--- src/rtl/axis_red_pitaya_adc_nch_pkg.sv ---
// Shared constants, lane/slice helpers and width checks for the N-channel ADC decimator.
package axis_red_pitaya_adc_nch_pkg;

   localparam int DEF_ADC_DATA_WIDTH   = 32'd14;
   localparam int DEF_AXIS_TDATA_WIDTH = 32'd32;
   localparam int DEF_NUM_CH           = 32'd2;
   localparam int DEF_DECIM_WIDTH      = 32'd16;
   localparam int OVR_CNT_WIDTH        = 32'd32;

   // A lane must hold a full sample plus one bit so that negating the most negative code cannot wrap.
   localparam int SIGN_HEADROOM = 32'd1;
   localparam int MIN_NUM_CH    = 32'd1;
   localparam int MAX_NUM_CH    = 32'd8;

   function automatic int lane_lo(input int lane, input int width);
      return lane * width;
   endfunction

   function automatic bit width_ok(input int adc_w, input int axis_w);
      return axis_w >= (adc_w + SIGN_HEADROOM);
   endfunction

   function automatic bit num_ch_ok(input int n);
      return (n >= MIN_NUM_CH) && (n <= MAX_NUM_CH);
   endfunction

endpackage

--- src/rtl/axis_red_pitaya_adc_nch_if.sv ---
// AXI-Stream master/slave bundle carrying the packed per-channel sums.
interface axis_red_pitaya_adc_nch_if
   import axis_red_pitaya_adc_nch_pkg::*;
#(
   parameter int TDATA_WIDTH = DEF_NUM_CH * DEF_AXIS_TDATA_WIDTH
);
   logic                   tvalid;
   logic                   tready;
   logic [TDATA_WIDTH-1:0] tdata;

   modport master (output tvalid, output tdata, input tready);
   modport slave  (input tvalid, input tdata, output tready);
endinterface

--- src/rtl/axis_red_pitaya_adc_nch_acc.sv ---
// One channel: offset-binary to two's complement, optional negate, and block accumulation.
module axis_red_pitaya_adc_nch_acc
   import axis_red_pitaya_adc_nch_pkg::*;
#(
   parameter int ADC_DATA_WIDTH   = DEF_ADC_DATA_WIDTH,
   parameter int AXIS_TDATA_WIDTH = DEF_AXIS_TDATA_WIDTH
)(
   input  logic                        aclk,
   input  logic                        aresetn,
   input  logic                        sample_vld,
   input  logic                        last,
   input  logic                        negate,
   input  logic [ADC_DATA_WIDTH-1:0]   sample,
   output logic [AXIS_TDATA_WIDTH-1:0] result
);
   localparam int EXT_W = AXIS_TDATA_WIDTH - ADC_DATA_WIDTH;

   logic [ADC_DATA_WIDTH-1:0]   tc_s;
   logic [AXIS_TDATA_WIDTH-1:0] sext_s;
   logic [AXIS_TDATA_WIDTH-1:0] conv_s;
   logic [AXIS_TDATA_WIDTH-1:0] acc_r;

   // Convert the sample and form the running sum including it
   always_comb begin
      tc_s   = {~sample[ADC_DATA_WIDTH-1], sample[ADC_DATA_WIDTH-2:0]};
      sext_s = {{EXT_W{tc_s[ADC_DATA_WIDTH-1]}}, tc_s};
      conv_s = negate ? ({AXIS_TDATA_WIDTH{1'b0}} - sext_s) : sext_s;
      result = acc_r + conv_s;
   end

   // Accumulator restarts from zero on the edge that emits a result
   always_ff @(posedge aclk) begin
      if (!aresetn) begin
         acc_r <= '0;
      end else if (sample_vld) begin
         acc_r <= last ? {AXIS_TDATA_WIDTH{1'b0}} : result;
      end
   end
endmodule

--- src/rtl/axis_red_pitaya_adc_nch.sv ---
// N-channel ADC block-sum decimator with AXI-Stream output and sticky overrun status.
// Optional macro ADC_OVERRUN_CNT_EN adds the 32-bit saturating sts_overrun_cnt port.
module axis_red_pitaya_adc_nch
   import axis_red_pitaya_adc_nch_pkg::*;
#(
   parameter int ADC_DATA_WIDTH   = DEF_ADC_DATA_WIDTH,
   parameter int AXIS_TDATA_WIDTH = DEF_AXIS_TDATA_WIDTH,
   parameter int NUM_CH           = DEF_NUM_CH,
   parameter int DECIM_WIDTH      = DEF_DECIM_WIDTH
)(
   input  logic                               aclk,
   input  logic                               aresetn,
   output logic                               adc_csn,
   input  logic [NUM_CH*ADC_DATA_WIDTH-1:0]   adc_dat,
   input  logic [DECIM_WIDTH-1:0]             cfg_decim,
   input  logic [NUM_CH-1:0]                  cfg_negate,
   input  logic                               cfg_ovr_clr,
   axis_red_pitaya_adc_nch_if.master          m_axis,
   output logic                               sts_overrun
`ifdef ADC_OVERRUN_CNT_EN
   ,output logic [OVR_CNT_WIDTH-1:0]          sts_overrun_cnt
`endif
);
   localparam logic [DECIM_WIDTH-1:0] DEC_ONE = DECIM_WIDTH'(1);

   generate
      if (!width_ok(ADC_DATA_WIDTH, AXIS_TDATA_WIDTH)) begin : g_bad_width
         $error("AXIS_TDATA_WIDTH must be at least ADC_DATA_WIDTH+1");
      end
      if (!num_ch_ok(NUM_CH)) begin : g_bad_num_ch
         $error("NUM_CH must be in 1..8");
      end
   endgenerate

   logic [NUM_CH*ADC_DATA_WIDTH-1:0]   adc_r;
   logic                               s1_vld_r;
   logic [DECIM_WIDTH-1:0]             cnt_r;
   logic [DECIM_WIDTH-1:0]             r_lat_r;
   logic [DECIM_WIDTH-1:0]             r_new_s;
   logic [DECIM_WIDTH-1:0]             r_eff_s;
   logic                               last_s;
   logic                               result_vld_s;
   logic                               load_s;
   logic                               drop_s;
   logic [NUM_CH*AXIS_TDATA_WIDTH-1:0] result_s;
   logic [NUM_CH*AXIS_TDATA_WIDTH-1:0] tdata_r;
   logic                               tvalid_r;
   logic                               ovr_r;

   assign adc_csn       = 1'b1;
   assign m_axis.tvalid = tvalid_r;
   assign m_axis.tdata  = tdata_r;
   assign sts_overrun   = ovr_r;

   // Input register; the valid flag keeps the reset value out of the first block
   always_ff @(posedge aclk) begin
      if (!aresetn) begin
         adc_r    <= '0;
         s1_vld_r <= 1'b0;
      end else begin
         adc_r    <= adc_dat;
         s1_vld_r <= 1'b1;
      end
   end

   // At block start the live ratio applies, so a new cfg_decim takes effect without a one-block lag
   always_comb begin
      r_new_s      = (cfg_decim == {DECIM_WIDTH{1'b0}}) ? DEC_ONE : cfg_decim;
      r_eff_s      = (cnt_r == {DECIM_WIDTH{1'b0}}) ? r_new_s : r_lat_r;
      last_s       = (cnt_r == (r_eff_s - DEC_ONE));
      result_vld_s = s1_vld_r & last_s;
      load_s       = result_vld_s & (~tvalid_r | m_axis.tready);
      drop_s       = result_vld_s & ~load_s;
   end

   // Shared sample counter and ratio latched at block start
   always_ff @(posedge aclk) begin
      if (!aresetn) begin
         cnt_r   <= '0;
         r_lat_r <= '0;
      end else begin
         if (cnt_r == {DECIM_WIDTH{1'b0}}) begin
            r_lat_r <= r_new_s;
         end
         if (s1_vld_r) begin
            cnt_r <= last_s ? {DECIM_WIDTH{1'b0}} : (cnt_r + DEC_ONE);
         end
      end
   end

   generate
      for (genvar c = 0; c < NUM_CH; c++) begin : g_ch
         axis_red_pitaya_adc_nch_acc #(
            .ADC_DATA_WIDTH   (ADC_DATA_WIDTH),
            .AXIS_TDATA_WIDTH (AXIS_TDATA_WIDTH)
         ) u_acc (
            .aclk       (aclk),
            .aresetn    (aresetn),
            .sample_vld (s1_vld_r),
            .last       (last_s),
            .negate     (cfg_negate[c]),
            .sample     (adc_r[lane_lo(c, ADC_DATA_WIDTH) +: ADC_DATA_WIDTH]),
            .result     (result_s[lane_lo(c, AXIS_TDATA_WIDTH) +: AXIS_TDATA_WIDTH])
         );
      end
   endgenerate

   // Output register: a new result wins over the handshake clearing tvalid
   always_ff @(posedge aclk) begin
      if (!aresetn) begin
         tdata_r  <= '0;
         tvalid_r <= 1'b0;
      end else if (load_s) begin
         tdata_r  <= result_s;
         tvalid_r <= 1'b1;
      end else if (tvalid_r && m_axis.tready) begin
         tvalid_r <= 1'b0;
      end
   end

   // Sticky overrun; a drop on the clearing edge keeps it set
   always_ff @(posedge aclk) begin
      if (!aresetn) begin
         ovr_r <= 1'b0;
      end else if (drop_s) begin
         ovr_r <= 1'b1;
      end else if (cfg_ovr_clr) begin
         ovr_r <= 1'b0;
      end
   end

`ifdef ADC_OVERRUN_CNT_EN
   logic [OVR_CNT_WIDTH-1:0] ovr_cnt_r;
   assign sts_overrun_cnt = ovr_cnt_r;

   // Saturating drop counter; clear and drop together leave a count of one
   always_ff @(posedge aclk) begin
      if (!aresetn) begin
         ovr_cnt_r <= '0;
      end else if (cfg_ovr_clr) begin
         ovr_cnt_r <= drop_s ? OVR_CNT_WIDTH'(1) : OVR_CNT_WIDTH'(0);
      end else if (drop_s && (ovr_cnt_r != {OVR_CNT_WIDTH{1'b1}})) begin
         ovr_cnt_r <= ovr_cnt_r + OVR_CNT_WIDTH'(1);
      end
   end
`endif

endmodule
--- src/flat_wrapper.sv ---
// flat-port wrapper written by rule: the top's interface ports become plain ports
module axis_red_pitaya_adc_nch_flat import axis_red_pitaya_adc_nch_pkg::*;
#(
   parameter int ADC_DATA_WIDTH   = DEF_ADC_DATA_WIDTH,
   parameter int AXIS_TDATA_WIDTH = DEF_AXIS_TDATA_WIDTH,
   parameter int NUM_CH           = DEF_NUM_CH,
   parameter int DECIM_WIDTH      = DEF_DECIM_WIDTH
)
  (aclk, aresetn, adc_csn, adc_dat, cfg_decim, cfg_negate, cfg_ovr_clr, sts_overrun, m_axis_tvalid, m_axis_tdata, m_axis_tready);
  axis_red_pitaya_adc_nch_if m_axis_i ();
  input  logic aclk;
  input  logic aresetn;
  output logic adc_csn;
  input  logic [NUM_CH*ADC_DATA_WIDTH-1:0] adc_dat;
  input  logic [DECIM_WIDTH-1:0] cfg_decim;
  input  logic [NUM_CH-1:0] cfg_negate;
  input  logic cfg_ovr_clr;
  output logic sts_overrun;
  output wire logic [$bits(m_axis_i.tvalid)-1:0] m_axis_tvalid;
  output wire logic [$bits(m_axis_i.tdata)-1:0] m_axis_tdata;
  input wire logic [$bits(m_axis_i.tready)-1:0] m_axis_tready;
  assign m_axis_tvalid = m_axis_i.tvalid;
  assign m_axis_tdata = m_axis_i.tdata;
  assign m_axis_i.tready = m_axis_tready;
  axis_red_pitaya_adc_nch #(.ADC_DATA_WIDTH(ADC_DATA_WIDTH), .AXIS_TDATA_WIDTH(AXIS_TDATA_WIDTH), .NUM_CH(NUM_CH), .DECIM_WIDTH(DECIM_WIDTH)) u_core (.aclk(aclk), .aresetn(aresetn), .adc_csn(adc_csn), .adc_dat(adc_dat), .cfg_decim(cfg_decim), .cfg_negate(cfg_negate), .cfg_ovr_clr(cfg_ovr_clr), .m_axis(m_axis_i), .sts_overrun(sts_overrun));
endmodule
--- config.mk ---
export PLATFORM = sky130hd
export DESIGN_NAME = axis_red_pitaya_adc_nch_flat
export DESIGN_NICKNAME = d
export VERILOG_FILES = /design/src/rtl/axis_red_pitaya_adc_nch_pkg.sv /design/src/rtl/axis_red_pitaya_adc_nch_if.sv /design/src/rtl/axis_red_pitaya_adc_nch_acc.sv /design/src/rtl/axis_red_pitaya_adc_nch.sv /design/src/flat_wrapper.sv
export SDC_FILE = /design/constraint.sdc
export NUM_CORES = 1
export LEC_CHECK = 0
export ABC_AREA = 1
export BUFFER_PORTS_ARGS = -buffer_cell sky130_fd_sc_hd__buf_2
export CORE_AREA = 2 2 153 155
export CTS_BUF_LIST = sky130_fd_sc_hd__clkbuf_4 sky130_fd_sc_hd__clkbuf_8 sky130_fd_sc_hd__clkbuf_16
export CTS_CLUSTER_SIZE = 25
export DETAILED_ROUTE_END_ITERATION = 12
export DIE_AREA = 0 0 155 157
export PLACE_DENSITY = 0.72
export REMOVE_ABC_BUFFERS = 1
export SKIP_LAST_GASP = 1
export SYNTH_ARGS = -nofsm -noshare
export SYNTH_HDL_FRONTEND = slang
export SYNTH_SLANG_ARGS = --single-unit
--- constraint.sdc ---
create_clock -name aclk -period 5.74 [get_ports aclk]
set_clock_uncertainty 0.1 [all_clocks]
set_input_delay 0.287 -clock aclk [delete_from_list [all_inputs] [get_ports aclk]]
set_output_delay 0.287 -clock aclk [all_outputs]
set_load 0.02 [all_outputs]
==> results of run 1 <==
## registers in the layout (all words and copies together) (netlist names)
| name | count |
|---|---|
| u_core.sts_overrun | 1 |
| u_core.s1_vld_r | 1 |
| u_core.m_axis.tvalid | 1 |
| u_core.m_axis.tdata | 64 |
| u_core.adc_r | 28 |
| u_core.r_lat_r | 16 |
| u_core.g_ch.u_acc.acc_r | 64 |
| u_core.cnt_r | 16 |
## cells by family after synthesis
group | Yosys count
and+or+nand+nor | 922
adders and majority gates | 69
other | 1
buffers and inverters | 259
xor gates and xnor gates | 95
AOI/OAI and AO/OA | 299
DFF | 191
## per-stage QoR
step	std cells	util
global route	2226	0.611
global placement	2166	0.573
finish	2226	0.611
CTS	2226	0.611
detailed placement	2166	0.573
floorplan	1754	-
## power breakdown
group | total [mW] | switching [mW] | leakage (nW) | internal (mW)
Clock | 1.18 | 0.567 | 0.264 | 0.612
Sequential | 1.49 | 0.0665 | 1.56 | 1.42
Combinational | 1.33 | 0.846 | 4.74 | 0.479
Total | 4.00 | 1.48 | 6.57 | 2.52
## worst max path at each step
stage / startpoint / endpoint / slack [ns]
after global routing: u_core.cnt_r[0]$_SDFFE_PN0P_ / u_core.g_ch[1].u_acc.acc_r[14]$_SDFFE_PN0P_ / 0.59
after CTS: u_core.cnt_r[0]$_SDFFE_PN0P_ / u_core.m_axis.tdata[5]$_SDFFE_PN0P_ / 1.06
after detailed placement: u_core.cnt_r[0]$_SDFFE_PN0P_ / u_core.m_axis.tdata[5]$_SDFFE_PN0P_ / 1.09
final: u_core.cnt_r[0]$_SDFFE_PN0P_ / u_core.g_ch[1].u_acc.acc_r[18]$_SDFFE_PN0P_ / 1.08
after floorplan: u_core.s1_vld_r$_DFF_P_ / u_core.cnt_r[14]$_SDFFE_PN0P_ / -0.51
after global placement: u_core.cnt_r[0]$_SDFFE_PN0P_ / u_core.m_axis.tdata[2]$_SDFFE_PN0P_ / 1.23
## area by class of cell
| class | instances | area [um2] | area share |
|---|---|---|---|
| multi-input combinational | 1386 | 7370 | 0.536 |
| sequential | 191 | 3830 | 0.278 |
| timing repair buffer | 156 | 956 | 0.0695 |
| inverter | 177 | 667 | 0.0485 |
| clock buffer | 18 | 433 | 0.0315 |
| tap | 285 | 357 | 0.0259 |
| clock inverter | 13 | 133 | 0.00965 |
## synthesized netlist by cell type (all sizes together)
cell / n
o21bai: 5
xor2: 69
o211ai: 2
inv: 174
a31o: 1
clkinv: 3
nor4: 5
nor2: 179
dfxtp: 191
o221ai: 2
o31ai: 3
o2bb2ai: 1
a221oi: 3
nor3b: 1
fa: 2
xnor2: 26
or2: 2
a2111oi: 1
nor3: 17
nand3: 141
nand4: 85
buf: 41
o21ai: 52
a31oi: 7
o22ai: 1
a211oi: 2
nand2: 478
a21oi: 195
ha: 67
o2111ai: 1
a21o: 16
conb: 1
nand3b: 14
clkbuf: 41
o21a: 3
a21boi: 4
## critical path, delay by kind of cell, from the launching register on
| kind | cells | cell delay [ns] |
|---|---|---|
| AOI/OAI and AO/OA | 1 | 0.08 |
| xor gates and xnor gates | 1 | 0.20 |
| adders and majority gates | 2 | 0.45 |
| buffers and inverters | 5 | 1.40 |
| DFF | 1 | 0.35 |
| and+or+nand+nor | 14 | 1.91 |
## metal layers
| metal | wire (um) | share of wire | vias to the layer above | global-route usage |
|---|---|---|---|---|
| li1 | - | - | 6265 | - |
| met5 | 0 | 0 | - | 0 |
| met3 | 1360 | 0.043 | 35 | 0.0358 |
| met2 | 14700 | 0.46 | 305 | 0.440 |
| met4 | 329 | 0.010 | 0 | 0.0551 |
| met1 | 15400 | 0.48 | 5586 | 0.362 |
## repair_timing
item | in CTS | in global routing
hold buffers | 29 | 0
buffers inserted | 0 | 0
endpoints found under the hold margin | 29 | 0
==> summary.md, run 1 <==
| Metric | Value |
|---|---|
| Worst-path cell chain | inv_1 -> ha_1 -> nand2_1 -> nor2_2 -> buf_4 -> nand2_2 -> nor2_1 -> nand2_1 -> nand2_2 -> ha_1 -> nand2_1 -> nor2_4 -> nand2_1 -> xor2_1 -> nand2_1 -> nor2_1 -> nand2_1 -> nor2_4 -> buf_4 -> inv_2 -> buf_4 -> nand3_1 -> a21oi_1 |
| Cells after Synth | 1836 |
| Flop2flop setup slack | 1.08 ns |
| Critical path arrival | 4.84 ns |
| Die H | 157 um |
| Pwr dens | 291 mW/mm2 |
| Crit start category | flop |
| Clk root buf | clkbuf_16 |
| Hpwl dp | 22000 um |
| Fill cell total of the finished layout | 2179 |
| Area of the core | 0.0225 mm2 |
| Worst reg2reg startpoint | u_core.cnt_r[0]$_SDFFE_PN0P_ |
| Gpl congestion | 0.949 |
| Synth warn | 0 |
| Vias/cell | 5.48 |
| Slowest cell on the critical path | buf_4 |
| DRC Markers | 0 |
| IO buf count | 115 |
| Starting density of the core | 0.548 |
| R2r endpoint | u_core.g_ch[1].u_acc.acc_r[18]$_SDFFE_PN0P_ |
| Final hold viol count | 0 |
| Routed len/inst | 14.3 um |
| TritonCTS buffer count | 17 |
| Total power | 4.00 mW |
| Worst Path Max Fanout | 66 |
| Total number of vias | 12200 |
| GRT Total Usage | 0.263 |
| Critical Path Sink Type | flop |
| Post-Synth XOR/XNOR Area | 0.0674 |
| GRT overflow | 0 |
| CTS clk-pin slew, worst paths | 0.08 ns |
| Vias in the first global route | 11300 |
| Final Worst Setup Slack | 1.08 ns |
| Synth-to-layout area growth | 11.4% |
| RSZ-0062 raised after global routing | false |
| H-tree Lvls | 4 |
| Worst slew pin tran | 0.990 ns |
| DIE AREA | 0.0243 mm2 |
| Hold_ws | 0.108 ns |
| # IOs | 117 |
| Post-Place Worst Slack | 1.09 ns |
| First-pass GRT wire length | 53400 um |
| Cell taking the most area after synthesis | dfxtp_1 |
| Proportion of layout cells with a drive suffix above 1 | 0.0963 |
| NumNets Final | 2048 |
| Status | complete, no violations |
| Compound-Gate Fraction of Synth Area | 0.132 |
| Largest family of logic cells by synthesized area | simple AND/OR/NAND/NOR gates |
| Setup TNS | 0 ns |
| Tmin final | 4.66 ns |
| Synth top area share | 0.310 |
| Part of the Yosys area used for sequential elements | 0.310 |
| Longest Clk Path Bufs | 2 |
| Pleak | 6.57 nW |
| Commonest non-fill, non-tap cell in the layout | nand2_1 |
| Most frequent cells in the layout | 471 x nand2_1, 195 x a21oi_1, 190 x dfxtp_1 |
| PostCTS Resize Cnt | 0 |
| Slew headroom | 0.340 |
| CP peak stage delay | 0.60 ns |
| Die width | 155 um |
| Post-route ant nets | 0 |
| Final slew viol count | 0 |
| Routed WL | 31700 um |
| Pin count of the biggest net entering global routing | 94 |
| Netlist Area Pre-Place | 0.0123 mm2 |
| Initial antenna violation count | 0 |
| Fmax | 214 MHz |
| Peak supply drop | 0.180 mV |
| Worst Path Required | 5.92 ns |
| Synth top area cells | dfxtp_1 31%, nand2_1 14%, a21oi_1 7.9%, ha_1 6.8%, nand3_1 5.7% |
| # diodes | 0 |
| Hold Crit Start | cfg_decim[8] |
| Simple-Gate Fraction of Synth Area | 0.327 |
| R2R depth | 23 |
| Clk Latency, worst-skew pair | 0.44 ns |
| #FFs+latches synth | 191 |
| Yosys cell types | 46 |
| Post-synthesis mux area share | 0 |
| Post-Synth Adder-Cell Area | 0.0712 |
| Post-route design area | 0.0137 mm2 |
| Initial DRT Pass Iterations | 5 |
| DP Area | 0.0129 mm2 |
| Hold Crit Class | input port to flop |
| Number of cell rows | 55 |
| Setup-failing EPs final | 0 |
| Hold endpoint | u_core.r_lat_r[8]$_SDFF_PN0_ |
| Hold path depth | 4 |
| Most common cell on crit path | nand2_1 |
| CTS tree | yes |
| Max cap viols | 0 |
| CTS Sinks | 191 |
| Period Utilization, post-route | 0.812 |
| Avg Cell Area, Syn | 6.72 um2 |
| DRT iter0 DRCs | 892 |
| Crit path kind | flop to flop |
(Power assumes the default switching activity.)
==> run 2: changes to the inputs <==
--- a/config.mk
+++ b/config.mk
@@ -5,13 +5,13 @@
 export SDC_FILE = /design/constraint.sdc
 export NUM_CORES = 1
 export LEC_CHECK = 0
-export ABC_AREA = 1
+export ABC_AREA = 0
 export BUFFER_PORTS_ARGS = -buffer_cell sky130_fd_sc_hd__buf_2
-export CORE_AREA = 2 2 153 155
+export CORE_AREA = 2 2 146 148
 export CTS_BUF_LIST = sky130_fd_sc_hd__clkbuf_4 sky130_fd_sc_hd__clkbuf_8 sky130_fd_sc_hd__clkbuf_16
 export CTS_CLUSTER_SIZE = 25
 export DETAILED_ROUTE_END_ITERATION = 12
-export DIE_AREA = 0 0 155 157
+export DIE_AREA = 0 0 148 150
 export PLACE_DENSITY = 0.72
 export REMOVE_ABC_BUFFERS = 1
 export SKIP_LAST_GASP = 1
==> constraint.sdc (replaced) <==
create_clock -name aclk -period 4.3 [get_ports aclk]
set_clock_uncertainty 0.1 [all_clocks]
set_input_delay 0.215 -clock aclk [delete_from_list [all_inputs] [get_ports aclk]]
set_output_delay 0.215 -clock aclk [all_outputs]
set_load 0.02 [all_outputs]
==> run 2 against run 1 <==
Compared with the run above: the flow now finishes with violations (setup timing); clock-buffer cell count unchanged; largest cell class unchanged; combinational power increased by 62%; final area increased by 2.5%.
==> summary.md, run 2 <==
| Metric | Value |
|---|---|
| Ys async rst share | 0 |
| Most frequent cells in the layout | 189 x dfxtp_1, 125 x nor2_1, 115 x buf_2 |
| Pin count of the biggest net entering global routing | 77 |
| Crit start category | flop |
| Status | complete, but fails checks |
| Synth top area cells | dfxtp_1 34%, ha_1 7.5%, mux2i_1 6.2%, xnor2_1 5.2%, a22o_1 4.5% |
| Buf+Inv Stages, Crit Path | 3 |
| Number of cell rows | 53 |
| DRT iter0 DRCs | 641 |
| Initial DRT Pass Iterations | 7 |
| Post-route ant nets | 0 |
| Worst Path Max Fanout | 9 |
| DRC Markers | 0 |
| Cells after Synth | 1246 |
| Peak supply drop | 0.279 mV |
| IO buf count | 115 |
| Crit path kind | flop to flop |
| Area of the core | 0.0207 mm2 |
| Worst reg2reg startpoint | u_core.cnt_r[0]$_SDFFE_PN0P_ |
| Synth top area share | 0.344 |
| GRT Total Usage | 0.244 |
| CTS tree | yes |
| Synth warn | 0 |
| GRT overflow | 0 |
| Pleak | 6.15 nW |
| Vias in the first global route | 9392 |
| RSZ-0062 raised after global routing | true |
| Fill cell total of the finished layout | 1667 |
| Total number of vias | 10200 |
| Die H | 150 um |
| Setup-failing EPs final | 69 |
| # IOs | 117 |
| TritonCTS buffer count | 17 |
| CTS clk-pin slew, worst paths | 0.07 ns |
| Final hold viol count | 0 |
| Netlist Area Pre-Place | 0.0111 mm2 |
| CP top delay family | simple AND/OR/NAND/NOR gates |
| Slowest cell on the critical path | or4b_4 |
| Tmin final | 4.36 ns |
| CP peak stage delay | 0.54 ns |
| Post-route design area | 0.0141 mm2 |
| Post-synth top flop | dfxtp_1 |
| First-pass GRT wire length | 44700 um |
| Failing checks | setup timing |
| DIE AREA | 0.0222 mm2 |
| Synth-to-layout area growth | 26.7% |
| Proportion of layout cells with a drive suffix above 1 | 0.224 |
| NumNets Final | 1596 |
| Longest Clk Path Bufs | 2 |
| CTS Sinks | 191 |
| Die width | 148 um |
| Clk Latency, worst-skew pair | 0.44 ns |
| Worst Path Required | 4.53 ns |
| Initial antenna violation count | 0 |
| Cell taking the most area after synthesis | dfxtp_1 |
| #FFs+latches synth | 191 |
| Starting density of the core | 0.538 |
| Worst-path cell chain | inv_2 -> ha_4 -> nor4b_4 -> and4_4 -> mux2i_2 -> ha_2 -> buf_4 -> a21oi_1 -> o21ai_0 -> nand4_1 -> or4b_1 -> or4b_4 -> o311a_4 -> clkbuf_16 -> a22o_1 |
| Routed len/inst | 16.6 um |
| Period Utilization, post-route | 1.01 |
| Setup TNS | -1.53 ns |
| Pwr dens | 408 mW/mm2 |
| Critical path arrival | 4.59 ns |
| # diodes | 0 |
| Routed WL | 29300 um |
| DP Area | 0.0126 mm2 |
| Max cap viols | 0 |
| Fmax | 230 MHz |
| Yosys cell types | 75 |
| Most frequent cell after synthesis | dfxtp_1 |
| Hold Crit Class | input port to flop |
| Gpl congestion | 0.869 |
| Hpwl dp | 19400 um |
| Worst slew pin tran | 0.990 ns |
| Post-synth top cells | 191 x dfxtp_1, 126 x nor2_1, 69 x mux2i_1 |
| Commonest non-fill, non-tap cell in the layout | dfxtp_1 |
| Final slew viol count | 0 |
| Vias/cell | 5.77 |
| H-tree Lvls | 4 |
| Critical Path Sink Type | flop |
| Final Worst Setup Slack | -0.0562 ns |
| Slew headroom | 0.334 |
| Avg Cell Area, Syn | 8.93 um2 |
| Worst Setup SP | u_core.cnt_r[0]$_SDFFE_PN0P_ |
| Hold Crit Start | cfg_decim[8] |
| Clk root buf | clkbuf_16 |
| Post-synth EDFFs | 0 |
| Part of the Yosys area used for sequential elements | 0.344 |
run 2: worst min-delay path, stage by stage:
cell	delay [ns]
buf_2	0.11
buf_4	0.13
nand2_1	0.05
a21oi_1	0.05
run 2: what timing repair did:
action / CTS / global route
buffers inserted: 1 / 12
hold endpoints to repair: 31 / 0
pin swaps: 1 / 79
gates resized for setup: 13 / 77
cloned: 0 / 10
setup endpoints to repair: 109 / 143
hold buffers: 31 / 0
run 2: path summary, 6_finish.rpt:
kind	endpoint	slack (ns)	depth (start not counted)
setup / recovery	u_core.g_ch[0].u_acc.acc_r[1]$_SDFFE_PN0P_	-0.06	15
hold reg to reg	u_core.g_ch[0].u_acc.acc_r[28]$_SDFFE_PN0P_	0.37	2
hold / removal	u_core.r_lat_r[8]$_SDFF_PN0_	0.07	4
setup reg to reg	u_core.g_ch[0].u_acc.acc_r[1]$_SDFFE_PN0P_	-0.06	15
run 2: cell type report:
| cell class | instances | area (um2) | area share |
|---|---|---|---|
| clock buffers | 18 | 433 | 0.0307 |
| clock inverters | 14 | 134 | 0.00950 |
| inverters | 26 | 110 | 0.00781 |
| multi-input cells | 977 | 7200 | 0.511 |
| flip-flops and latches | 191 | 3830 | 0.271 |
| well taps | 275 | 344 | 0.0244 |
| repair buffers | 264 | 2040 | 0.145 |
run 2: kinds of logic after synthesis:
kind of cell,synth area share
flops,0.344
compound gates,0.199
mux,0.0641
buf+inv,0.0314
fa+ha+maj,0.0789
other cells,0.000337
xor+xnor,0.0823
simple gates,0.200
run 2: layer usage:
layer,vias to the layer above,track usage,wire [um]
met5,-,0,0
met4,0,0.0605,486
met3,37,0.0351,1380
met2,247,0.414,14000
met1,4851,0.329,13400
li1,5044,-,-
run 2: power breakdown:
| group | switching [mW] | internal (mW) |
|---|---|---|
| sequential | 0.114 | 1.92 |
| clock | 0.742 | 0.817 |
| combinational | 1.18 | 0.972 |
run 2: through the flow:
| step | utilization | hold slack (ns) | setup slack, ns | instances | power, mW |
|---|---|---|---|---|---|
| CTS | 0.653 | 0.0577 | -0.00646 | 1743 | 5.64 |
| detailed placement | 0.608 | 0.324 | -0.216 | 1679 | 4.04 |
| global placement | 0.608 | 0.320 | -0.0926 | 1679 | 4.00 |
| global route | 0.681 | 0.0591 | -0.247 | 1765 | 6.06 |
| floorplan | - | 0.143 | -3.18 | 1194 | 3.50 |
| finish | 0.681 | 0.0654 | -0.0562 | 1765 | 5.75 |
